### src/rtl/sextium_pkg.sv
// Shared definitions for the Sextium memory arbiter: default widths, timeout
// and the arbiter FSM state type.
package sextium_pkg;

    localparam int unsigned AW_DEF      = 16;
    localparam int unsigned DW_DEF      = 16;
    localparam int unsigned TIMEOUT_DEF = 255;

    typedef enum logic [1:0] {
        ST_IDLE,
        ST_BUSY,
        ST_DONE
    } state_t;

endpackage

### src/rtl/sextium_rr_arbiter.sv
// Two-way round-robin pick: grant 0 selects m0, 1 selects m1. Only meaningful
// while at least one request is pending.
module sextium_rr_arbiter (
    input  logic [1:0] req,
    input  logic       last,
    output logic       grant
);

    always_comb begin
        grant = req[1];
        // On a tie the requester not served last wins.
        if (req == 2'b11) begin
            grant = ~last;
        end
    end

endmodule

### src/rtl/sextium_mem_arbiter.sv
// Arbitrates two requesters (core m0, loader/debug m1) onto one memory port,
// with a bounded wait for mem_ack and a one-cycle DONE gap per transaction.
module sextium_mem_arbiter
    import sextium_pkg::*;
#(
    parameter int unsigned AW      = AW_DEF,
    parameter int unsigned DW      = DW_DEF,
    parameter int unsigned TIMEOUT = TIMEOUT_DEF
) (
    input  logic          clock,
    input  logic          reset,
    input  logic          m0_read,
    input  logic          m0_write,
    input  logic [AW-1:0] m0_addr,
    input  logic [DW-1:0] m0_wdata,
    output logic [DW-1:0] m0_rdata,
    output logic          m0_ack,
    output logic          m0_err,
    input  logic          m1_read,
    input  logic          m1_write,
    input  logic [AW-1:0] m1_addr,
    input  logic [DW-1:0] m1_wdata,
    output logic [DW-1:0] m1_rdata,
    output logic          m1_ack,
    output logic          m1_err,
    output logic          mem_read,
    output logic          mem_write,
    output logic [AW-1:0] mem_addr,
    output logic [DW-1:0] mem_wdata,
    input  logic [DW-1:0] mem_rdata,
    input  logic          mem_ack
);

    state_t        r_state;
    logic          r_last;
    logic          r_gnt;
    logic [7:0]    r_cnt;
    logic          r_mem_read;
    logic          r_mem_write;
    logic [AW-1:0] r_mem_addr;
    logic [DW-1:0] r_mem_wdata;
    logic [DW-1:0] r_m0_rdata;
    logic [DW-1:0] r_m1_rdata;
    logic          r_m0_ack;
    logic          r_m1_ack;
    logic          r_m0_err;
    logic          r_m1_err;

    logic [1:0]    w_req;
    logic          w_gnt;
    logic          w_sel_write;
    logic [AW-1:0] w_sel_addr;
    logic [DW-1:0] w_sel_wdata;

    assign w_req       = {m1_read | m1_write, m0_read | m0_write};
    assign w_sel_write = w_gnt ? m1_write : m0_write;
    assign w_sel_addr  = w_gnt ? m1_addr  : m0_addr;
    assign w_sel_wdata = w_gnt ? m1_wdata : m0_wdata;

    sextium_rr_arbiter u_rr (
        .req   (w_req),
        .last  (r_last),
        .grant (w_gnt)
    );

    always_ff @(posedge clock or posedge reset) begin
        if (reset) begin
            r_state     <= ST_IDLE;
            r_last      <= 1'b1;
            r_gnt       <= 1'b0;
            r_cnt       <= '0;
            r_mem_read  <= 1'b0;
            r_mem_write <= 1'b0;
            r_mem_addr  <= '0;
            r_mem_wdata <= '0;
            r_m0_rdata  <= '0;
            r_m1_rdata  <= '0;
            r_m0_ack    <= 1'b0;
            r_m1_ack    <= 1'b0;
            r_m0_err    <= 1'b0;
            r_m1_err    <= 1'b0;
        end else begin
            case (r_state)
                ST_IDLE: begin
                    if (|w_req) begin
                        r_gnt       <= w_gnt;
                        r_last      <= w_gnt;
                        r_mem_addr  <= w_sel_addr;
                        r_mem_wdata <= w_sel_wdata;
                        // Read+write together is serviced as a write.
                        r_mem_write <= w_sel_write;
                        r_mem_read  <= ~w_sel_write;
                        r_cnt       <= '0;
                        r_state     <= ST_BUSY;
                    end
                end
                ST_BUSY: begin
                    if (mem_ack) begin
                        r_mem_read  <= 1'b0;
                        r_mem_write <= 1'b0;
                        if (r_gnt) begin
                            r_m1_ack <= 1'b1;
                            if (r_mem_read) r_m1_rdata <= mem_rdata;
                        end else begin
                            r_m0_ack <= 1'b1;
                            if (r_mem_read) r_m0_rdata <= mem_rdata;
                        end
                        r_state <= ST_DONE;
                    end else if (r_cnt == 8'(TIMEOUT - 1)) begin
                        r_mem_read  <= 1'b0;
                        r_mem_write <= 1'b0;
                        if (r_gnt) r_m1_err <= 1'b1;
                        else       r_m0_err <= 1'b1;
                        r_state <= ST_DONE;
                    end else begin
                        r_cnt <= r_cnt + 8'd1;
                    end
                end
                ST_DONE: begin
                    r_m0_ack <= 1'b0;
                    r_m1_ack <= 1'b0;
                    r_m0_err <= 1'b0;
                    r_m1_err <= 1'b0;
                    r_state  <= ST_IDLE;
                end
                default: r_state <= ST_IDLE;
            endcase
        end
    end

    assign mem_read  = r_mem_read;
    assign mem_write = r_mem_write;
    assign mem_addr  = r_mem_addr;
    assign mem_wdata = r_mem_wdata;
    assign m0_rdata  = r_m0_rdata;
    assign m1_rdata  = r_m1_rdata;
    assign m0_ack    = r_m0_ack;
    assign m1_ack    = r_m1_ack;
    assign m0_err    = r_m0_err;
    assign m1_err    = r_m1_err;

endmodule

### config.mk
export PLATFORM = sky130hd
export DESIGN_NAME = sextium_mem_arbiter
export DESIGN_NICKNAME = d
export VERILOG_FILES = /design/src/rtl/sextium_pkg.sv /design/src/rtl/sextium_rr_arbiter.sv /design/src/rtl/sextium_mem_arbiter.sv
export SDC_FILE = /design/constraint.sdc
export NUM_CORES = 1
export LEC_CHECK = 0
export CELL_PAD_IN_SITES_DETAIL_PLACEMENT = 1
export CELL_PAD_IN_SITES_GLOBAL_PLACEMENT = 1
export CORE_ASPECT_RATIO = 0.9
export CORE_UTILIZATION = 35
export CTS_CLUSTER_DIAMETER = 60
export DETAILED_ROUTE_END_ITERATION = 8
export PLACE_DENSITY_LB_ADDON = 0.2
export SYNTH_ARGS = -nofsm -noshare
export SYNTH_HDL_FRONTEND = slang
export SYNTH_HIERARCHICAL = 1
export SYNTH_SLANG_ARGS = --single-unit
### constraint.sdc
create_clock -name clock -period 4.12 [get_ports clock]
set_input_delay 0.618 -clock clock [delete_from_list [all_inputs] [get_ports clock]]
set_output_delay 0.618 -clock clock [all_outputs]
set_load 0.005 [all_outputs]
==> results of run 1 <==
## cell type report
cell class                      instances  area, um2  share of cell area
Sequential cell                        82       2050               0.365
Timing Repair Buffer                  161       1600               0.284
Multi-Input combinational cell        200       1480               0.263
Clock buffer                           12        246              0.0438
Tap cell                              126        158              0.0280
Clock inverter                          4       75.1              0.0133
Inverter                                4       16.3             0.00289
## cells in the final DEF (no fill, tap or decap), drive strengths merged, types with 2 or more instances in the layout
cell and n:
a41oi 3, clkinvlp 2, inv 3, and4 2
bufinv 2, a21oi 6, mux2i 32, clkbuf 12
buf 5, mux2 34, nand2b 2, nand3 3
nor2 5, o21a 2, dfrtp 81, a31oi 5
nor3 2, nand2 45, ha 2, a22oi 2
o21ai 41, or2 2, clkdlybuf4s50 156
## worst paths after layout
kind / start / end / slack, ns / cells after the start
max: m0_write / r_cnt[1]$_DFFE_PP0P_ / 1.59 / 5
min: mem_addr[8]$_DFFE_PP0P_ / mem_addr[8]$_DFFE_PP0P_ / 0.48 / 2
max reg2reg: r_state[0]$_DFFE_PP0P_ / r_cnt[1]$_DFFE_PP0P_ / 2.02 / 3
min reg2reg: mem_addr[8]$_DFFE_PP0P_ / mem_addr[8]$_DFFE_PP0P_ / 0.48 / 2
max in group asynchronous: reset / r_last$_DFFE_PP1P_ / 2.67 / 3
min in group asynchronous: reset / m0_rdata[2]$_DFFE_PP0P_ / 0.63 / 2
## cells by family (layout without fill, tap and decap cells)
logic type	count (synthesis)	count (layout)	synth area share
AO/OA/AOI/OAI	63	63	0.108
adder cells (fa/ha/maj)	2	2	0.00686
buffers and inverters	22	181	0.0336
flip-flops	82	82	0.563
multiplexers	66	66	0.194
AND/OR/NAND/NOR	69	69	0.0953
## sequential cells by signal, indices dropped and copies added, names as in the netlist, 2 cells and up
signal and count:
r_cnt 8, m0_rdata 16, mem_addr 16, r_state 2, m1_rdata 16, mem_wdata 16
## per-stage QoR
step / hold slack, ns / utilization / instances / power (W) / instance area (um2)
floorplan: 0.443 / - / 304 / 0.00214 / 3650
global placement: 0.461 / 0.535 / 573 / 0.00300 / 5310
detailed placement: 0.470 / 0.535 / 573 / 0.00308 / 5310
CTS: 0.483 / 0.568 / 589 / 0.00397 / 5630
global route: 0.484 / 0.568 / 589 / 0.00419 / 5630
finish: 0.476 / 0.568 / 589 / 0.00392 / 5630
## report_power, final
group | internal, W | leakage [nW] | switching (W)
Clock | 0.000548 | 0.149 | 0.000311
Combinational | 0.000969 | 1.27 | 0.000658
Sequential | 0.00117 | 1.02 | 0.000258
Total | 0.00269 | 2.44 | 0.00123
## per-layer routing
metal	vias to the layer above	global-route usage
met5	-	0
met4	0	0.0615
met3	9	0.0840
met2	126	0.337
met1	1423	0.234
li1	1377	-
## critical path, delay by kind of cell
kind | cells | cell delay [ns]
buffers and inverters | 1 | 0.45
AND/OR/NAND/NOR | 2 | 1.14
multiplexers | 1 | 0.33
AO/OA/AOI/OAI | 1 | 0.20
==> impl_metrics.csv, run 1 <==
group,metric,value,unit
finish,layout-drive-gt1-share,0.143,
synthesis,synth_edf_count,0,
synthesis,ys.flop_type,"dfrtp_1",
worst_setup_path,worstSetupPathType,"input port to flip-flop",
synthesis,yosysSeqAreaShare,0.563,
finish,area_delta_synth_final,54.2,%
worst_setup_path,worst-endpoint-required,4.34,ns
placed_design,pre_cts_ws,1.22,ns
cts,post_cts_resized,0,
cts,cts-root-buf,"clkbuf_16",
floorplan,initial_core_util,0.368,
timing,tns,0,ns
cts,htree_levels,3,
finish,nets,547,
placed_design,port-buffer-count,156,
synthesis,syn-num-nets,393,
synthesis,synth_warnings,6,
floorplan,rows,34,
grt,gr-usage-all-layers,0.202,
grt,grt_pass1_wl,16.2,mm
finish,nFillCells,1058,
timing,hold_violations,0,
placed_design,dp.final_hpwl,7.56,mm
drt,wl_met3,1.08,mm
synthesis,synthArstFlopShare,1.00,
cts,cts_tree,"yes",
worst_setup_path,cp_max_fo,67,
drt,ant_nets,0,
floorplan,coreArea,0.00991,mm2
worst_setup_path,crit_slowest_cell,"or3_4",
drt,wl_met1,4.19,mm
worst_setup_path,startpoint_type,"input port",
synthesis,synth.most_common_cell,"dfrtp_1",
grt,grt_overflow,0,
drt,routed_wl,10.3,mm
timing,slew_headroom,0.589,
timing,setup_viol,0,
synthesis,synth_cells,304,
synthesis,avgSynthCellArea,12.0,um2
synthesis,synth_top_area_frac,0.555,
pwr,leakagePower,2.44,nW
timing,report.final.slew_viol_count,0,
cts,clockBufferDepth,2,
timing,min_period,2.53,ns
floorplan,die_h,98.9,um
cts,clkTransAtPathRegs,0.06,ns
timing,fmax,0.395,GHz
finish,insertedDiodeCount,0,
cts,postCtsSetupBuffers,0,
worst_setup_path,worst_setup_path_end_kind,"flip-flop",
drt,drcViolationCount,0,
cts,insertion_delay,0.33,ns
drt,wl_met2,4.93,mm
drt,drt-initial-drc-count,81,
drt,vias,2935,
cts,cts_buffers,9,
grt,grt_max_degree,68,
synthesis,synth.largest_area_cell,"dfrtp_1",
worst_setup_path,path_cells,"clkdlybuf4s50_1, nor4_2, or3_4, a22oi_4, mux2_4",
worst_setup_path,crit_path_max_incr_delay,0.63,ns
floorplan,ios,157,
cts,clkSinkCount,82,
floorplan,die_w,110,um
floorplan,dieArea,0.0108,mm2
timing,worst_pin_slew,0.616,ns
pwr,ir_drop,0.000320,V
worst_setup_path,arrival,2.75,ns
synthesis,synthTopCellsByCount,"dfrtp_1, nand2_1, o21ai_0, mux2_2, mux2i_1",
synthesis,synth_area_leaders,"dfrtp_1, mux2_2, mux2i_1",
drt,drt_first_pass_iters,4,
grt,first_global_vias,3124,
drt,viasPerCell,4.98,
timing,setup_ws,1.59,ns
timing,rsz0062_at_grt,"false",
drt,highest_layer,"met4",
timing,fin_skew,0.00599,ns
timing,fin_crit_sh,0.615,
pwr,power.density,696,mW/mm2
outcome,status,"complete, no violations",
flow_run,cap_violations,0,
worst_hold_path,worstHoldPathType,"flip-flop to flip-flop",
cts,postCtsHoldBufs,0,
synthesis,synth_cell_types,43,
placed_design,gp_congestion,0.726,
grt,antenna_found_initial,0,
synthesis,ys_ff_latch,82,
synthesis,netlist_area,0.00365,mm2
drt,avgRoutedWirePerCell,17.5,um
Power figures use the tool's default switching activity.
==> inputs of run 2 (changes only) <==
--- a/config.mk
+++ b/config.mk
@@ -8,7 +8,7 @@
 export CELL_PAD_IN_SITES_DETAIL_PLACEMENT = 1
 export CELL_PAD_IN_SITES_GLOBAL_PLACEMENT = 1
 export CORE_ASPECT_RATIO = 0.9
-export CORE_UTILIZATION = 35
+export CORE_UTILIZATION = 29
 export CTS_CLUSTER_DIAMETER = 60
 export DETAILED_ROUTE_END_ITERATION = 8
 export PLACE_DENSITY_LB_ADDON = 0.2
==> constraint.sdc (replaced) <==
create_clock -name clock -period 2.2 [get_ports clock]
set_input_delay 0.33 -clock clock [delete_from_list [all_inputs] [get_ports clock]]
set_output_delay 0.33 -clock clock [all_outputs]
set_load 0.005 [all_outputs]
==> run 2 against run 1 <==
Compared with the run above: non-clock buffer count grew 4; critical path type is now flip-flop to flip-flop; wire length is 3.8% lower; critical path depth decreased by 1; clock power up 110%; register-to-register slack worse by 1.6 ns.
==> impl_metrics.csv, run 2 (synthesis results as in run 1) <==
group,metric,value,unit
outcome,status,"complete, no violations",
cts,clkSinkCount,82,
pwr,power,0.00750,W
cts,postCtsSetupBuffers,0,
finish,area_delta_synth_final,58.2,%
worst_setup_path,arrival,2.06,ns
timing,rsz0062_at_grt,"false",
placed_design,pre_cts_ws,0.0637,ns
finish,nets,551,
timing,slew_headroom,0.679,
pwr,ir_drop,0.000513,V
cts,htree_levels,3,
finish,layout-drive-gt1-share,0.154,
floorplan,dieArea,0.0130,mm2
floorplan,initial_core_util,0.300,
floorplan,coreArea,0.0122,mm2
pwr,power.density,1300,mW/mm2
finish,mostFrequentLayoutCells,"clkdlybuf4s50_1, dfrtp_1, nand2_1",
cts,cts_buffers,9,
grt,grt_max_degree,67,
floorplan,die_w,120,um
timing,hold_violations,0,
drt,routed_wl,9.92,mm
drt,vias,2921,
timing,worst_pin_slew,0.482,ns
worst_setup_path,worst_setup_path_end_kind,"flip-flop",
timing,fin_skew,0.00375,ns
timing,report.final.slew_viol_count,0,
cts,clockBufferDepth,2,
cts,cts_tree,"yes",
timing,min_period,1.81,ns
worst_setup_path,worst-endpoint-required,2.45,ns
timing,tns,0,ns
grt,grt_overflow,0,
drt,drt-initial-drc-count,85,
placed_design,dp.final_hpwl,7.21,mm
floorplan,rows,38,
cts,cts-root-buf,"clkbuf_16",
finish,insertedDiodeCount,0,
drt,drcViolationCount,0,
timing,hold_ws,0.418,ns
drt,ant_nets,0,
drt,avgRoutedWirePerCell,15.8,um
cts,postCtsHoldBufs,0,
cts,insertion_delay,0.34,ns
grt,grt_pass1_wl,16.1,mm
worst_setup_path,cp_max_fo,11,
floorplan,ios,157,
grt,antenna_found_initial,0,
cts,clkTransAtPathRegs,0.06,ns
finish,fin_util,0.474,
timing,fin_crit_sh,0.821,
drt,drt_first_pass_iters,4,
worst_setup_path,startpoint_type,"flip-flop",
cts,post_cts_resized,0,
flow_run,cap_violations,0,
drt,viasPerCell,4.66,
timing,setup_viol,0,
finish,final_common_cell,"clkdlybuf4s50_1",
pwr,leakagePower,2.48,nW
grt,first_global_vias,3164,
placed_design,gp_congestion,0.749,
worst_hold_path,worstHoldPathType,"input port to async pin",
worst_setup_path,worstSetupPathType,"flip-flop to flip-flop",
timing,fmax,0.554,GHz
placed_design,port-buffer-count,156,
floorplan,die_h,108,um
grt,gr-usage-all-layers,0.161,
timing,setup_ws,0.394,ns
worst_setup_path,rr_worst_depth,4,
## run 2: cell types whose count changed in the layout (fill, tap and decap cells not counted)
cell and change:
clkinv_2 -1, clkbuf_1 -2, buf_12 +3, buf_4 +1, clkinvlp_4 +1, clkinv_4 +1, bufinv_16 +1
## run 2: power breakdown
group          internal (W)  leakage (nW)  total (W)  switching, W
Combinational       0.00189          1.30    0.00309       0.00120
Sequential          0.00219          1.02    0.00265      0.000453
Clock               0.00114         0.165    0.00177      0.000625
Total               0.00522          2.48    0.00750       0.00228
## run 2: worst paths after layout
| check | startpoint | to | slack (ns) |
|---|---|---|---|
| worst min-delay path | reset | mem_wdata[4]$_DFFE_PP0P_ | 0.42 |
| worst max register to register | r_state[0]$_DFFE_PP0P_ | r_cnt[5]$_DFFE_PP0P_ | 0.39 |
| max in group asynchronous | reset | m0_err$_DFFE_PP0P_ | 1.34 |
| worst max-delay path | r_state[0]$_DFFE_PP0P_ | r_cnt[5]$_DFFE_PP0P_ | 0.39 |
| worst min register to register | mem_addr[6]$_DFFE_PP0P_ | mem_addr[6]$_DFFE_PP0P_ | 0.48 |
| min in group clock | mem_addr[6]$_DFFE_PP0P_ | mem_addr[6]$_DFFE_PP0P_ | 0.48 |
## run 2: stage by stage
step,area [um2],std cells
after global placement,5420,611
after CTS,5770,627
after detailed placement,5420,611
after global routing,5770,627
after floorplan,3650,304
final,5770,627
## run 2: area by class of cell
cell class                      count  area [um2]
Clock buffer                       10         239
Multi-Input combinational cell    200        1480
Timing Repair Buffer              165        1670
Tap cell                          160         200
Fill cell                        1353        6400
Clock inverter                      6         114
Inverter                            4        18.8
Sequential cell                    82        2050
## run 2: layer usage
layer / wire length, um / global-route usage
met1: 4190 / 0.189
met2: 4500 / 0.260
met3: 1080 / 0.0754
met4: 145 / 0.0564
met5: 0 / 0
## run 2: worst max-delay path, cell delays in order (launching register included)
cell and delay, ns:
dfrtp_1 0.59, or3b_4 0.47, a41oi_4 0.33, a41oi_1 0.16
a31oi_1 0.17
